## src/rtl/spi_pkg.sv

```systemverilog
// Shared SPI definitions: receive FSM states, default word width and a
// saturating byte-counter helper used by the SPI master/receiver pair.
package spi_pkg;

    localparam int unsigned SPI_DATA_WIDTH = 8;
    localparam int unsigned SPI_BCNT_W     = 8;

    typedef enum logic [1:0] {
        RESYNC = 2'd0,
        IDLE   = 2'd1,
        SHIFT  = 2'd2
    } spi_state_e;

    function automatic logic [SPI_BCNT_W-1:0] sat_inc8(input logic [SPI_BCNT_W-1:0] v);
        return (v == {SPI_BCNT_W{1'b1}}) ? v : v + SPI_BCNT_W'(1);
    endfunction

endpackage

```

## src/rtl/spi_rx_fifo.sv

```systemverilog
// Synchronous receive FIFO with wrap-bit pointers, a registered non-empty flag
// and a one-cycle overrun pulse when a push is dropped.
module spi_rx_fifo #(
    parameter int unsigned DATA_WIDTH = 8,
    parameter int unsigned FIFO_DEPTH = 4
) (
    input  logic                  clk_i,
    input  logic                  rstn_i,
    input  logic                  push_i,
    input  logic [DATA_WIDTH-1:0] push_data_i,
    input  logic                  pop_i,
    output logic [DATA_WIDTH-1:0] head_data_c,
    output logic                  not_empty_o,
    output logic                  overrun_o
);

    localparam int unsigned AW = $clog2(FIFO_DEPTH);
    localparam int unsigned PW = AW + 1;

    logic [DATA_WIDTH-1:0] mem_q [FIFO_DEPTH];
    logic [PW-1:0]         wr_ptr_q, wr_ptr_d;
    logic [PW-1:0]         rd_ptr_q, rd_ptr_d;
    logic                  not_empty_q;
    logic                  overrun_q;
    logic                  empty_c, full_c, do_push_c, do_pop_c, drop_c;

    // Full and empty share the index bits and differ only in the wrap bit.
    always_comb begin
        empty_c   = (wr_ptr_q == rd_ptr_q);
        full_c    = (wr_ptr_q[AW] != rd_ptr_q[AW]) && (wr_ptr_q[AW-1:0] == rd_ptr_q[AW-1:0]);
        do_pop_c  = pop_i && !empty_c;
        do_push_c = push_i && (!full_c || do_pop_c);
        drop_c    = push_i && !do_push_c;
        wr_ptr_d  = wr_ptr_q + PW'(do_push_c);
        rd_ptr_d  = rd_ptr_q + PW'(do_pop_c);
    end

    always_ff @(posedge clk_i or negedge rstn_i) begin
        if (!rstn_i) begin
            wr_ptr_q    <= '0;
            rd_ptr_q    <= '0;
            not_empty_q <= 1'b0;
            overrun_q   <= 1'b0;
        end else begin
            wr_ptr_q    <= wr_ptr_d;
            rd_ptr_q    <= rd_ptr_d;
            not_empty_q <= (wr_ptr_d != rd_ptr_d);
            overrun_q   <= drop_c;
        end
    end

    always_ff @(posedge clk_i) begin
        if (do_push_c) begin
            mem_q[wr_ptr_q[AW-1:0]] <= push_data_i;
        end
    end

    assign head_data_c = mem_q[rd_ptr_q[AW-1:0]];
    assign not_empty_o = not_empty_q;
    assign overrun_o   = overrun_q;

endmodule

```

## src/rtl/spi_rx_deserializer.sv

```systemverilog
// Mode-0 SPI receiver: synchronizes sclk/MOSI/CS, shifts MSB-first words and
// hands completed words to a valid/ready stream through a small FIFO.
module spi_rx_deserializer
    import spi_pkg::*;
#(
    parameter int unsigned DATA_WIDTH  = SPI_DATA_WIDTH,
    parameter int unsigned FIFO_DEPTH  = 4,
    parameter int unsigned SYNC_STAGES = 2
) (
    input  logic                  clk_i,
    input  logic                  rstn_i,
    input  logic                  sclk,
    input  logic                  MOSI,
    input  logic                  CS,
    output logic [DATA_WIDTH-1:0] rx_data_o,
    output logic                  rx_valid_o,
    input  logic                  rx_ready_i,
    output logic                  frame_active_o,
    output logic [SPI_BCNT_W-1:0] byte_cnt_o,
    output logic                  overrun_o,
    output logic                  frame_err_o
);

    localparam int unsigned CNT_W = (DATA_WIDTH > 1) ? $clog2(DATA_WIDTH) : 1;

    logic [SYNC_STAGES-1:0] sclk_sync_q, mosi_sync_q, cs_sync_q;
    logic                   sclk_prev_q, cs_prev_q;
    logic                   sclk_s, mosi_s, cs_s;
    logic                   sclk_rise_c, cs_fall_c, cs_rise_c;

    spi_state_e             state_q, state_d;
    logic [DATA_WIDTH-1:0]  shift_q, shift_d;
    logic [CNT_W-1:0]       bit_cnt_q, bit_cnt_d;
    logic [SPI_BCNT_W-1:0]  byte_cnt_q, byte_cnt_d;
    logic                   push_q, push_d;
    logic                   frame_err_q, frame_err_d;
    logic                   frame_active_q, frame_active_d;

    assign sclk_s      = sclk_sync_q[SYNC_STAGES-1];
    assign mosi_s      = mosi_sync_q[SYNC_STAGES-1];
    assign cs_s        = cs_sync_q[SYNC_STAGES-1];
    assign sclk_rise_c = sclk_s & ~sclk_prev_q;
    assign cs_fall_c   = ~cs_s & cs_prev_q;
    assign cs_rise_c   = cs_s & ~cs_prev_q;

    // Frame FSM; cs_rise wins over a coincident sclk_rise.
    always_comb begin
        state_d     = state_q;
        shift_d     = shift_q;
        bit_cnt_d   = bit_cnt_q;
        byte_cnt_d  = byte_cnt_q;
        push_d      = 1'b0;
        frame_err_d = 1'b0;
        unique case (state_q)
            RESYNC: begin
                if (cs_s) begin
                    state_d = IDLE;
                end
            end
            IDLE: begin
                if (cs_fall_c) begin
                    state_d    = SHIFT;
                    bit_cnt_d  = '0;
                    byte_cnt_d = '0;
                end
            end
            SHIFT: begin
                if (cs_rise_c) begin
                    state_d     = IDLE;
                    frame_err_d = (bit_cnt_q != '0);
                    bit_cnt_d   = '0;
                end else if (sclk_rise_c) begin
                    shift_d = {shift_q[DATA_WIDTH-2:0], mosi_s};
                    if (bit_cnt_q == CNT_W'(DATA_WIDTH - 1)) begin
                        push_d     = 1'b1;
                        bit_cnt_d  = '0;
                        byte_cnt_d = sat_inc8(byte_cnt_q);
                    end else begin
                        bit_cnt_d = bit_cnt_q + CNT_W'(1);
                    end
                end
            end
            default: state_d = RESYNC;
        endcase
        frame_active_d = (state_d == SHIFT);
    end

    always_ff @(posedge clk_i or negedge rstn_i) begin
        if (!rstn_i) begin
            sclk_sync_q    <= '0;
            mosi_sync_q    <= '0;
            cs_sync_q      <= '0;
            sclk_prev_q    <= 1'b0;
            cs_prev_q      <= 1'b0;
            state_q        <= RESYNC;
            shift_q        <= '0;
            bit_cnt_q      <= '0;
            byte_cnt_q     <= '0;
            push_q         <= 1'b0;
            frame_err_q    <= 1'b0;
            frame_active_q <= 1'b0;
        end else begin
            sclk_sync_q    <= {sclk_sync_q[SYNC_STAGES-2:0], sclk};
            mosi_sync_q    <= {mosi_sync_q[SYNC_STAGES-2:0], MOSI};
            cs_sync_q      <= {cs_sync_q[SYNC_STAGES-2:0], CS};
            sclk_prev_q    <= sclk_s;
            cs_prev_q      <= cs_s;
            state_q        <= state_d;
            shift_q        <= shift_d;
            bit_cnt_q      <= bit_cnt_d;
            byte_cnt_q     <= byte_cnt_d;
            push_q         <= push_d;
            frame_err_q    <= frame_err_d;
            frame_active_q <= frame_active_d;
        end
    end

    // shift_q holds the completed word for the cycle push_q is high.
    spi_rx_fifo #(
        .DATA_WIDTH (DATA_WIDTH),
        .FIFO_DEPTH (FIFO_DEPTH)
    ) u_fifo (
        .clk_i       (clk_i),
        .rstn_i      (rstn_i),
        .push_i      (push_q),
        .push_data_i (shift_q),
        .pop_i       (rx_ready_i),
        .head_data_c (rx_data_o),
        .not_empty_o (rx_valid_o),
        .overrun_o   (overrun_o)
    );

    assign frame_active_o = frame_active_q;
    assign byte_cnt_o     = byte_cnt_q;
    assign frame_err_o    = frame_err_q;

endmodule

```

## config.mk

```make
export PLATFORM = sky130hd
export DESIGN_NAME = spi_rx_deserializer
export DESIGN_NICKNAME = d
export VERILOG_FILES = /design/src/rtl/spi_pkg.sv /design/src/rtl/spi_rx_fifo.sv /design/src/rtl/spi_rx_deserializer.sv
export SDC_FILE = /design/constraint.sdc
export NUM_CORES = 1
export LEC_CHECK = 0
export BUFFER_PORTS_ARGS = -buffer_cell sky130_fd_sc_hd__buf_2
export CORE_ASPECT_RATIO = 0.9
export CORE_MARGIN = 2
export CORE_UTILIZATION = 40
export DETAILED_ROUTE_END_ITERATION = 10
export GPL_ROUTABILITY_DRIVEN = 0
export HOLD_SLACK_MARGIN = 0.12
export PLACE_DENSITY = 0.57
export RECOVER_POWER = 100
export SETUP_SLACK_MARGIN = 0.15
export SLEW_MARGIN = 20
export SYNTH_ARGS = -nofsm -noshare
export SYNTH_HDL_FRONTEND = slang
export SYNTH_HIERARCHICAL = 1
export SYNTH_SLANG_ARGS = --single-unit
```

## constraint.sdc

```tcl
create_clock -name clk_i -period 2.8 [get_ports clk_i]
set_input_delay 0.14 -clock clk_i [delete_from_list [all_inputs] [get_ports clk_i]]
set_output_delay 0.14 -clock clk_i [all_outputs]
set_load 0.005 [all_outputs]
```

After elaboration in Yosys (flattened, before gate mapping)
Memories as Yosys holds them, arrays and structs flattened.
Cells that the tools add are included.
{"block": "op_classes", "addsub": 4, "bitwise": 7, "n_eq_ne": 15, "reduce_logical": 14, "n_mux": 23}
{"operator": "$mux 8", "n": 5}
{"operator": "$pmux 8 s2", "n": 1}
{"operator": "$mux 3", "n": 4}
{"operator": "$ne 2x2->1 const B", "n": 5}
{"operator": "$add 8x1->8 const B", "n": 1}
{"operator": "$eq 8x8->1 const B", "n": 1}
{"operator": "$mux 1", "n": 8}
{"operator": "$add 3x1->3", "n": 2}
{"operator": "$mux 2", "n": 3}
{"operator": "$pmux 2 s3", "n": 1}
{"operator": "$pmux 3 s2", "n": 1}
{"operator": "$reduce_and 3->1", "n": 2}
{"operator": "$reduce_and 6->1", "n": 1}
{"operator": "$eq 2x2->1 const B", "n": 2}
{"operator": "$logic_and 1x1->1", "n": 4}
{"operator": "$not 1->1", "n": 4}
{"operator": "$add 3x1->3 const B", "n": 1}
{"operator": "$and 1x1->1", "n": 3}
{"operator": "$eq 3x3->1", "n": 1}
{"operator": "$eq 3x3->1 const B", "n": 1}
{"operator": "$logic_not 1->1", "n": 3}
{"operator": "$ne 3x3->1", "n": 1}
{"operator": "$ne 3x3->1 const B", "n": 1}
{"operator": "$reduce_bool 3->1", "n": 1}
{"operator": "6 further kinds", "n": 6}
{"block": "word_totals", "register_bits": 40, "n_memories": 1, "word_cells": 80, "ramBits": 32, "inputBits": 6, "output_inout_bits": 20}
{"memory": "u_fifo.mem_q", "depth": 4, "width": 8, "read_ports": 1, "rd_clocked_by_memory_dff": 0, "wr": 1, "line_no": "spi_rx_fifo.sv:20", "rtl": "logic [DATA_WIDTH-1:0] mem_q [FIFO_DEPTH];"}

Longest topological paths before layout
{"block": "depth", "ltp_word": 7, "ltp_mapped": 9, "mapped_depth_nobuf": 8}

Cells and area by module
The synthesis kept the hierarchy.
{"module": "spi_rx_fifo", "seq_area_each_um2": 1161.1, "instances": 1, "area_each_um2": 1602.8, "cells_each": 74}
{"module": "spi_rx_deserializer", "seq_area_each_um2": 800.8, "instances": 1, "area_each_um2": 1376.3, "cells_each": 109}

Least setup slack after synthesis
OpenSTA, ideal clock, no wires.
{"block": "synth_timing", "path_kind": "register to register", "start": "register u_fifo.rd_ptr_q[0]", "end": "register u_fifo.not_empty_q, in the netlist u_fifo/not_empty_o", "arrival_time_ns": 2.169, "synth_period_minus_slack_ns": 2.300, "t_required_ns": 2.669, "stages_incl_launch_ff": 10, "setup_ns": 0.131, "path_slack_ns": 0.500, "path_buffers": 1, "path_cell_list": "dfrtp_1 > buf_6 > xor2_2 > nor4_4 > nor2b_1 > ha_1 > ha_1 > xor2_1 > xor2_1 > or3_1"}
{"block": "synth_between", "elab_chain_len": 7, "word_cells_on_any_way": 11, "classes_between": "2 x add/sub; 3 x eq/ne; 6 x reduce/logical"}
{"item": "start: declaration", "line_no": "spi_rx_fifo.sv:22", "rtl": "logic [PW-1:0] rd_ptr_q, rd_ptr_d;"}
{"item": "start signal: assignment", "line_no": "spi_rx_fifo.sv:46", "rtl": "rd_ptr_q <= rd_ptr_d;"}
{"item": "$eq 3x3->1 / $eq 2x2->1 (equally long branches)", "line_no": "spi_rx_fifo.sv:29, spi_rx_fifo.sv:30"}
{"item": "$logic_not 1->1 / $logic_and 1x1->1 (equally long branches)", "line_no": "spi_rx_fifo.sv:31, spi_rx_fifo.sv:30"}
{"item": "$logic_and 1x1->1 / $logic_not 1->1 (equally long branches)", "line_no": "spi_rx_fifo.sv:31, spi_rx_fifo.sv:32"}
{"item": "$logic_or 1x1->1 *", "line_no": "spi_rx_fifo.sv:32", "rtl": "do_push_c = push_i && (!full_c || do_pop_c);"}
{"item": "$logic_and 1x1->1 *", "line_no": "spi_rx_fifo.sv:32"}
{"item": "$add 3x1->3 *", "line_no": "spi_rx_fifo.sv:34", "rtl": "wr_ptr_d = wr_ptr_q + PW'(do_push_c);"}
{"item": "net u_fifo.wr_ptr_d[2]", "line_no": "spi_rx_fifo.sv:21", "rtl": "logic [PW-1:0] wr_ptr_q, wr_ptr_d;"}
{"item": "$ne 3x3->1 *", "line_no": "spi_rx_fifo.sv:47", "rtl": "not_empty_q <= (wr_ptr_d != rd_ptr_d);"}
{"item": "end signal: assignment", "line_no": "spi_rx_fifo.sv:47"}
{"item": "end: declaration", "line_no": "spi_rx_fifo.sv:23", "rtl": "logic not_empty_q;"}
The timed path passes the listed nets; every way through them passes the cells marked *.
A chain may end at the register's enable or synchronous reset.

Worst setup path after layout
{"block": "layout_timing", "start": "register bit_cnt_q[0]", "end": "register byte_cnt_q[4], in the netlist byte_cnt_o[4]"}
{"block": "layout_between", "elab_chain_len": 3}
{"item": "start: declaration", "line_no": "spi_rx_deserializer.sv:33", "rtl": "logic [CNT_W-1:0] bit_cnt_q, bit_cnt_d;"}
{"item": "start signal: assignment", "line_no": "spi_rx_deserializer.sv:110", "rtl": "bit_cnt_q <= bit_cnt_d;"}
{"item": "$eq 3x3->1", "line_no": "spi_rx_deserializer.sv:74", "rtl": "if (bit_cnt_q == CNT_W'(DATA_WIDTH - 1)) begin"}
{"item": "$ne 2x2->1 (no source line)"}
{"item": "$reduce_and 6->1 (no source line)"}
{"item": "end signal: assignment", "line_no": "spi_rx_deserializer.sv:111", "rtl": "byte_cnt_q <= byte_cnt_d;"}
{"item": "end: declaration", "line_no": "spi_rx_deserializer.sv:34", "rtl": "logic [SPI_BCNT_W-1:0] byte_cnt_q, byte_cnt_d;"}
No other way between the ends.

==> results.tsv <==
stage	metric	value	unit
worst_hold_path	hold_sp	rx_ready_i	
synthesis	Synth cell types	45	
route	Routed Antenna Nets	0	
cts	Clock Tree Root	clkbuf_8	
cells_and_area	most common cell after layout, fill and taps aside	dfrtp_1	
synthesis	Syn Nets	197	
route	1st-pass router iterations	4	
critical_path	critical path type	reg2reg	
sta	fmax	417	MHz
route	aggregate routed wire length	4880	um
synthesis	synth warn	6	
synthesis	xor and xnor fraction of the mapped netlist area	2.60	%
critical_path	Arrival @ worst endpoint	2.58	ns
pwr	Sw Share	26.8	%
pwr	peak supply drop	290	uV
synthesis	Mean Syn Cell Area	16.3	um2
critical_path	reg2reg start	bit_cnt_q[0]$_DFFE_PN0P_	
cells_and_area	# fillers	629	
floorplanning	core area	7150	um2
critical_path	WP data required	2.98	ns
place	port bufs	25	
floorplanning	total I/O pin count	26	
synthesis	EDFF count, synth	32	
critical_path	Setup crit end kind	flop	
sta	Final Skew	0.0102	ns
synthesis	synth top area cells	dfrtp_1 (34%), edfxtp_1 (32%), mux4_1 (7.1%)	
sta	fin crit share	85.6	%
floorplanning	FP Rows	29	
cells_and_area	area growth from synthesis to layout	14.1	%
floorplanning	initial core utilization	41.7	%
synthesis	synthesis-stage register bit count	72	
global_route	grt total ovfl	0	
floorplanning	die span in y	85.9	um
critical_path	r2r endpoint	byte_cnt_o[4]$_DFFE_PN0P_	
global_route	vias in the first global route	1608	
critical_path	r2r setup slk	0.40	ns
sta	worst slew pin tran	0.999	ns
synthesis	sequential fraction of the synthesis area	65.9	%
critical_path	Setup crit start	bit_cnt_q[0]$_DFFE_PN0P_	
sta	relative slew slack	33.4	%
floorplanning	die width	95.0	um
cts	Clk Latency, worst-skew pair	0.35	ns
cts	Longest Clk Path Bufs	2	
status	status	complete, no violations	
critical_path	cells on worst reg2reg path	6	
critical_path	Max FO, Critical Path	9	
sta	fin crit period	2.40	ns
pwr	power per cell area	720	nW/um2
global_route	pin count of the biggest net entering global routing	41	
synthesis	area share of the largest cell type after synthesis	33.6	%
worst_hold_path	Hold Crit Class	in2reg	
synthesis	Mapped Cells	183	
cts	htree depth	3	
pwr	leakage	1.48	nW
sta	final hold slack	0.171	ns
cells_and_area	# diodes	0	
route	DR iter-0 viols	103	
cells_and_area	layout cells sized above 1	20.4	%
pwr	Clk pwr share	33.8	%
cts	clock sinks	72	
cts	CTS tree	done	
flow_run	max_cap viols	0	
synthesis	Synth Area in Compound Gates	4.96	%
sta	RSZ-0062 raised after global routing	no	
synthesis	Synth Cell Area	2980	um2
floorplanning	Die Area	8160	um2
global_route	Global Route Usage Sum	13.3	%
worst_hold_path	Hold Path Depth	3	
worst_hold_path	Hold EP	u_fifo/overrun_o$_DFF_PN0_	
pwr	Net Sw Power	0.657	mW
synthesis	ys flop type	dfrtp_1	
pwr	P_int	1.79	mW
place	Final HPWL DP	3190	um
global_route	initial antenna violation count	0	
sta	Fin. Hold Viols	0	
route	drt drc	0	
cts	total CTS buffers	9	
sta	Setup-failing EPs final	0	
critical_path	CP startpoint kind	flop	
global_route	first-pass GRT wire length	7990	um
cts	post_cts resized	0	
synthesis	main combinational cell family by area after synthesis	multiplexers	
synthesis	area leader, netlist	dfrtp_1	
pwr	sequential power share	48.9	%
route	DR WL/cell	15.1	um
pwr	Comb pwr share	17.3	%
route	Via density	5.03	
sta	Setup TNS	0	ns
cells_and_area	commonest cells after routing, fill and taps aside	dfrtp_1 (40), edfxtp_1 (32), buf_2 (18)	
synthesis	post-synthesis simple-gate area fraction	9.74	%
synthesis	Synth Area in Adders	3.36	%
route	vias	1624	
sta	max-slew violations	0	
synthesis	post-synthesis mux area share	11.4	%
cells_and_area	Nets	239	
synthesis	Async SR Flop Fraction	55.6	%
cts	clock slew at reported path FFs	0.08	ns
kinds of logic (layout without fill, tap and decap cells):
group           after synthesis  count (layout)
compound gates               20              20
simple gates                 45              45
mux                          19              19
xor+xnor                      8               8
flops                        72              72
buf+inv                      11              58
fa+ha+maj                     8               8
how the worst max path moves through the flow:
stage | cells after the start | slack (ns) | to
6_report | 6 | 0.40 | byte_cnt_o[4]$_DFFE_PN0P_
5_1_grt | 6 | 0.28 | byte_cnt_o[0]$_DFFE_PN0P_
4_1_cts | 8 | 0.48 | u_fifo/not_empty_o$_DFF_PN0_
3_5_place_dp | 8 | 0.50 | u_fifo/not_empty_o$_DFF_PN0_
3_3_place_gp | 8 | 0.52 | u_fifo/not_empty_o$_DFF_PN0_
2_1_floorplan | 9 | 0.50 | u_fifo/not_empty_o$_DFF_PN0_
flip-flops by register name, summed over array words and instances, names as in the netlist:
name / flops
frame_active_o: 1
push_q: 1
sclk_prev_q: 1
cs_prev_q: 1
mosi_sync_q: 2
bit_cnt_q: 3
sclk_sync_q: 2
cs_sync_q: 2
byte_cnt_o: 8
shift_q: 8
u_fifo/not_empty_o: 1
u_fifo/rd_ptr_q: 3
u_fifo/mem_q: 32
u_fifo/overrun_o: 1
state_q: 2
frame_err_o: 1
u_fifo/wr_ptr_q: 3
per-layer routing:
| metal | wire length, um | vias to the layer above | GRT usage (%) |
|---|---|---|---|
| li1 | - | 778 | - |
| met1 | 2290 | 812 | 17.2 |
| met2 | 2360 | 30 | 20.6 |
| met3 | 195 | 4 | 5.27 |
| met4 | 38 | 0 | 4.74 |
| met5 | 0 | - | 0 |
power groups by stage:
stage                     sequential, mW  combinational [mW]  clock, mW
after CTS                           1.20               0.459      0.853
after detailed placement            1.22               0.453          0
after floorplan                     1.21               0.325          0
after global placement              1.22               0.458          0
final                               1.20               0.424      0.826
after global routing                1.21               0.470      0.904
final cells by class:
class                   count  area (um2)  share of cell area [%]
multi-input cells         100         910                    26.8
repair buffers             35         184                    5.41
flip-flops and latches     72        1960                    57.7
clock buffers               9         124                    3.64
clock inverters             7        77.6                    2.28
inverters                   7        26.3                   0.773
well taps                  93         116                    3.42
Yosys cell counts (3+ instances only):
master / n
a2bb2oi_1: 3
mux2_2: 8
nor3_1: 5
dfrtp_1: 40
a21oi_1: 3
nand2b_1: 3
nand2_1: 8
o21ai_0: 3
ha_1: 8
mux4_1: 8
nand3_1: 5
xor2_1: 6
inv_1: 7
nor2_1: 3
edfxtp_1: 32
per-stage QoR:
stage | power (mW) | setup slack [ns] | area (um2) | util (%) | cells
6_report | 2.45 | 0.404 | 3400 | 47.6 | 323
3_3_place_gp | 1.68 | 0.522 | 3230 | 45.2 | 303
2_1_floorplan | 1.54 | 0.500 | 2980 | - | 183
5_1_grt | 2.58 | 0.275 | 3400 | 47.6 | 323
4_1_cts | 2.51 | 0.478 | 3470 | 48.6 | 323
3_5_place_dp | 1.68 | 0.500 | 3230 | 45.2 | 303
critical path, cell delays in order, from the launching register on:
cell and delay (ns):
dfrtp_1 0.40, ha_1 0.16, ha_1 0.17, and3b_1 0.17
nand3_1 0.29, o21ai_0 0.87, a31oi_1 0.18
repair_timing:
action | 4_1_cts | 5_1_grt
hold buffers | 4 | 0
endpoints found under the hold margin | 43 | 0
setup buffers | 0 | 0
(Power assumes the default switching activity.)
